### config.mk
export PLATFORM = sky130hd
export DESIGN_NAME = seq_wave_gen
export DESIGN_NICKNAME = d
export VERILOG_FILES = /design/src/rtl/seq_wave_gen.sv
export SDC_FILE = /design/constraint.sdc
export NUM_CORES = 1
export LEC_CHECK = 0
export BUFFER_PORTS_ARGS = -buffer_cell sky130_fd_sc_hd__buf_2
export CAP_MARGIN = 20
export CORE_UTILIZATION = 44
export DETAILED_ROUTE_END_ITERATION = 16
export PLACE_DENSITY = 0.67
export SLEW_MARGIN = 15
export SYNTH_ARGS = -nofsm -noshare
export SYNTH_HDL_FRONTEND = slang
export SYNTH_SLANG_ARGS = --single-unit
### constraint.sdc
create_clock -name clk -period 6.8 [get_ports clk]
set_clock_uncertainty 0.2 [all_clocks]
set_input_delay 0.34 -clock clk [delete_from_list [all_inputs] [get_ports clk]]
set_output_delay 0.34 -clock clk [all_outputs]
set_load 0.1 [all_outputs]
### src/rtl/seq_wave_gen.sv
// Multi-step, multi-channel waveform sequencer: walks STEPS segments, each with
// its own duration and per-channel level, in one-shot or continuous mode.
module seq_wave_gen #(
    parameter int            STEPS    = 4,
    parameter int            CH       = 1,
    parameter int            CW       = 5,
    parameter int            SW       = 2,
    parameter logic [CH-1:0] IDLE_LVL = '0
) (
    input  logic                  clk,
    input  logic                  rst,
    input  logic                  start,
    input  logic                  stop,
    input  logic                  mode,
    input  logic [STEPS*CW-1:0]   step_dur,
    input  logic [STEPS*CH-1:0]   step_lvl,
    output logic [CH-1:0]         q,
    output logic                  busy,
    output logic                  done,
    output logic [CW-1:0]         sq_cnt,
    output logic [SW-1:0]         sq_step
);

    typedef enum logic {
        IDLE = 1'b0,
        RUN  = 1'b1
    } state_t;

    state_t                state_q, state_d;
    logic [CW-1:0]         cnt_q, cnt_d;
    logic [SW-1:0]         step_q, step_d;
    logic [CH-1:0]         q_q, q_d;
    logic                  busy_q, busy_d;
    logic                  done_q, done_d;
    logic [STEPS*CW-1:0]   dur_sh_q, dur_sh_d;
    logic [STEPS*CH-1:0]   lvl_sh_q, lvl_sh_d;

    int unsigned           step_i;
    logic [CW-1:0]         cur_dur;
    logic [CH-1:0]         next_lvl;
    logic                  last_step;

    // start/stop are single-cycle requests sampled on each rising edge; stop
    // always wins, and start is only honoured while IDLE.
    always_comb begin
        step_i    = 32'(step_q);
        cur_dur   = dur_sh_q[step_i*CW +: CW];
        next_lvl  = lvl_sh_q[(step_i+1)*CH +: CH];
        last_step = (step_q == SW'(STEPS-1));
    end

    always_comb begin
        state_d  = state_q;
        cnt_d    = cnt_q;
        step_d   = step_q;
        q_d      = q_q;
        busy_d   = busy_q;
        done_d   = 1'b0;
        dur_sh_d = dur_sh_q;
        lvl_sh_d = lvl_sh_q;
        unique case (state_q)
            IDLE: begin
                if (start && !stop) begin
                    state_d  = RUN;
                    busy_d   = 1'b1;
                    cnt_d    = '0;
                    step_d   = '0;
                    q_d      = step_lvl[CH-1:0];
                    dur_sh_d = step_dur;
                    lvl_sh_d = step_lvl;
                end
            end
            RUN: begin
                if (stop) begin
                    state_d = IDLE;
                    busy_d  = 1'b0;
                    q_d     = IDLE_LVL;
                    cnt_d   = '0;
                    step_d  = '0;
                end else if (cnt_q != cur_dur) begin
                    cnt_d = cnt_q + CW'(1);
                end else if (!last_step) begin
                    cnt_d  = '0;
                    step_d = step_q + SW'(1);
                    q_d    = next_lvl;
                end else if (mode) begin
                    // Continuous wrap: tables refresh from the live inputs here.
                    cnt_d    = '0;
                    step_d   = '0;
                    q_d      = step_lvl[CH-1:0];
                    dur_sh_d = step_dur;
                    lvl_sh_d = step_lvl;
                end else begin
                    state_d = IDLE;
                    busy_d  = 1'b0;
                    done_d  = 1'b1;
                    q_d     = IDLE_LVL;
                    cnt_d   = '0;
                    step_d  = '0;
                end
            end
            default: begin
                state_d = IDLE;
                busy_d  = 1'b0;
                q_d     = IDLE_LVL;
                cnt_d   = '0;
                step_d  = '0;
            end
        endcase
    end

    always_ff @(posedge clk or posedge rst) begin
        if (rst) begin
            state_q  <= IDLE;
            cnt_q    <= '0;
            step_q   <= '0;
            q_q      <= IDLE_LVL;
            busy_q   <= 1'b0;
            done_q   <= 1'b0;
            dur_sh_q <= '0;
            lvl_sh_q <= '0;
        end else begin
            state_q  <= state_d;
            cnt_q    <= cnt_d;
            step_q   <= step_d;
            q_q      <= q_d;
            busy_q   <= busy_d;
            done_q   <= done_d;
            dur_sh_q <= dur_sh_d;
            lvl_sh_q <= lvl_sh_d;
        end
    end

    assign q       = q_q;
    assign busy    = busy_q;
    assign done    = done_q;
    assign sq_cnt  = cnt_q;
    assign sq_step = step_q;

endmodule
==> results.sh <==
export IMPL_tns_ns=0
export IMPL_postCtsResizedCells=0
export IMPL_cts_num_sinks=34
export IMPL_fmax_mhz=333
export IMPL_dr_wl_met2_mm=1.55
export IMPL_status="complete, no violations"
export IMPL_die_y_um=66.2
export IMPL_synth_nets=164
export IMPL_die_area_um2=4380
export IMPL_synthCells=133
export IMPL_via_per_inst=5.17
export IMPL_htreeDepth=2
export IMPL_antenna_cells=0
export IMPL_synth_area_top_cells="dfrtp_1 (47%), mux2_4 (17%), mux2i_1 (6.1%), xor2_1 (5.3%), mux2_2 (2.5%)"
export IMPL_powerDensity_nw_per_um2=271
export IMPL_pin_count=39
export IMPL_cts_tree="yes"
export IMPL_cts_setup_buffers=0
export IMPL_hold_class="input pin to flip-flop"
export IMPL_vias=1154
export IMPL_peakVddDrop_v=0.000138
export IMPL_ys_seq_area_share_pct=46.9
export IMPL_core_area_um2=3800
export IMPL_place_ws_ns=3.59
export IMPL_avgSynthCellArea_um2=13.6
export IMPL_place_gp_congestion=0.718
export IMPL_crit_required_ns=6.77
export IMPL_start_util_pct=47.7
export IMPL_grt_usage_pct=17.3
export IMPL_wl_mm=3.23
export IMPL_yosysWarnings=0
export IMPL_fp_row_count=22
export IMPL_wl_met3_um=168
export IMPL_netlist_area_leader_share_pct=46.9
export IMPL_setup_ws_ns=3.80
export IMPL_path_max_fanout=16
export IMPL_cts_clk_slew_worst_paths_ns=0.06
export IMPL_finalHoldViolCount=0
export IMPL_place_inst=214
export IMPL_die_x_um=66.2
export IMPL_drive_above_1_share_pct=42.9
export IMPL_numCtsBuffers=5
export IMPL_root_buffer="clkbuf_8"
export IMPL_critPathCaptureType="flip-flop"
export IMPL_crit_type="flip-flop to flip-flop"
export IMPL_drv_cap=0
export IMPL_grt_pass1_wl_mm=5.56
export IMPL_cp_arrival_ns=2.97
export IMPL_synth_seq_cells=34
export IMPL_syn_area_um2=1810
export IMPL_setup_violations=0
export IMPL_synth_top_area_cell="dfrtp_1"
export IMPL_totalPowerFinal_uw=573
export IMPL_post_dp_cell_area_um2=2010
export IMPL_synth_distinct_cells=33
export IMPL_finish_instance_area_um2=2110
export IMPL_dr_pass1_iters=4
export IMPL_fin_cells=223
export IMPL_routed_top_layer="met4"
export IMPL_gr_total_overflow=0
export IMPL_worst_pin_slew_ns=0.715
export IMPL_power_leakage_uw=0.00106
export IMPL_fin_nets=206
export IMPL_insertion_delay_ns=0.28
export IMPL_antenna_found_initial=0
export IMPL_fin_crit_sh_pct=44.1
export IMPL_drc=0
export IMPL_area_growth_pct=16.4
export IMPL_cp_start_kind="flip-flop"
export IMPL_drv_slew=0
export IMPL_io_buffers=38
export IMPL_first_iter_violations=38
export IMPL_clock_path_buffers=2
export IMPL_wl_per_cell_um=14.5
export IMPL_grt_max_degree=35
export IMPL_place_hpwl_mm=2.36
export IMPL_postRouteAntennaNets=0
export IMPL_wl_met1_mm=1.47
export IMPL_min_period_ns=3.00
export IMPL_grt_setup_unrepaired="no"
export IMPL_slew_headroom_pct=52.3
export IMPL_first_global_vias=1193
-- metrics by stage --
stage          util, %  hold WS [ns]
2_1_floorplan        -         0.249
3_3_place_gp      52.9         0.247
3_5_place_dp      52.9         0.253
4_1_cts           55.1        0.0762
5_1_grt           55.5        0.0723
6_report          55.5        0.0846
-- where the power goes --
part / total [uW] / switching [uW] / leakage (uW) / internal [uW]
combinational: 168 / 91.2 / 0.000601 / 77.0
clock: 137 / 66.9 / 0.0000383 / 70.4
sequential: 267 / 28.8 / 0.000416 / 238
-- sequential cells by signal, indices dropped and copies added, names as in the netlist --
| register | flops |
|---|---|
| busy | 1 |
| done | 1 |
| dur_sh_q | 20 |
| lvl_sh_q | 3 |
| q | 1 |
| sq_cnt | 5 |
| sq_step | 2 |
| state_q | 1 |
-- synthesized netlist by cell type --
cell type   n
nand4_2     2
clkbuf_2    1
o221ai_2    1
buf_6       3
nand2_1     6
xor2_1     11
nor2b_1     3
a32oi_1     1
o32ai_1     1
nor2_1      4
a211o_1     1
dfrtp_1    34
and4b_1     1
o22ai_4     1
nor3_1      1
a21o_1      1
clkbuf_1    1
and2b_1     1
a32o_1      2
o21ai_0     4
o21bai_1    1
mux2i_1    11
a41oi_4     1
nor4b_1     1
inv_1       4
nand2b_1    2
ha_1        2
mux2_4     20
buf_12      1
o22ai_1     3
mux2_2      4
and3b_2     1
nand3_1     2
-- worst max-delay path, cell delays in order, from the launching register on --
cell,delay [ns]
dfrtp_1,0.80
mux2i_1,0.30
xor2_1,0.09
nand2b_1,0.16
o22ai_4,0.11
a41oi_4,0.61
buf_8,0.25
mux2_2,0.35
-- routing by layer --
metal | track usage (%) | vias up
met5 | 0 | -
met4 | 6.38 | 0
met3 | 5.17 | 4
met2 | 26.5 | 33
met1 | 22.9 | 557
li1 | - | 560
-- path summary, 6_finish.rpt --
kind | cells after the start | slack, ns | startpoint | endpoint
worst max-delay path | 7 | 3.80 | sq_step[0] | dur_sh_q[1]
worst min-delay path | 2 | 0.08 | step_dur[16] | dur_sh_q[16]
worst max register to register | 7 | 3.80 | sq_step[0] | dur_sh_q[1]
worst min register to register | 1 | 0.31 | q | q
max in group asynchronous | 4 | 5.61 | rst | dur_sh_q[17]
min in group asynchronous | 4 | 0.48 | rst | dur_sh_q[14]
-- cells in the final DEF (no fill, tap or decap), types with 3 or more instances in the layout --
cell type / synthesis / final
buf_2: 0 / 38
dfrtp_1: 34 / 34
mux2_4: 20 / 20
mux2i_1: 11 / 11
xor2_1: 11 / 11
nand2_1: 6 / 6
clkbuf_8: 0 / 5
inv_1: 4 / 4
nor2_1: 4 / 4
o21ai_0: 4 / 4
mux2_2: 4 / 4
nor2b_1: 3 / 3
o22ai_1: 3 / 3
-- cells by family (layout without fill, tap and decap cells) --
kind of cell	count (synthesis)	after routing	share of synthesized area, %
multiplexers	35	35	25.1
XOR/XNOR	11	11	5.31
adder cells (fa/ha/maj)	2	2	1.38
AND/OR/NAND/NOR	24	24	8.01
buffers and inverters	10	52	4.28
flip-flops	34	34	46.9
AO/OA/AOI/OAI	17	17	8.97
-- cell type report --
cell class,count,area [um^2]
Inverter,4,15.0
Multi-Input combinational cell,89,885
Clock buffer,7,76.3
Timing Repair Buffer,41,223
Fill cell,327,1690
Tap cell,48,60.1
Sequential cell,34,851
-- timing repair --
action,4_1_cts,5_1_grt
hold buffers,1,0
endpoints found under the hold margin,34,0
endpoints found under the setup margin,0,0
No activity file was read; power rests on OpenSTA's default activity.
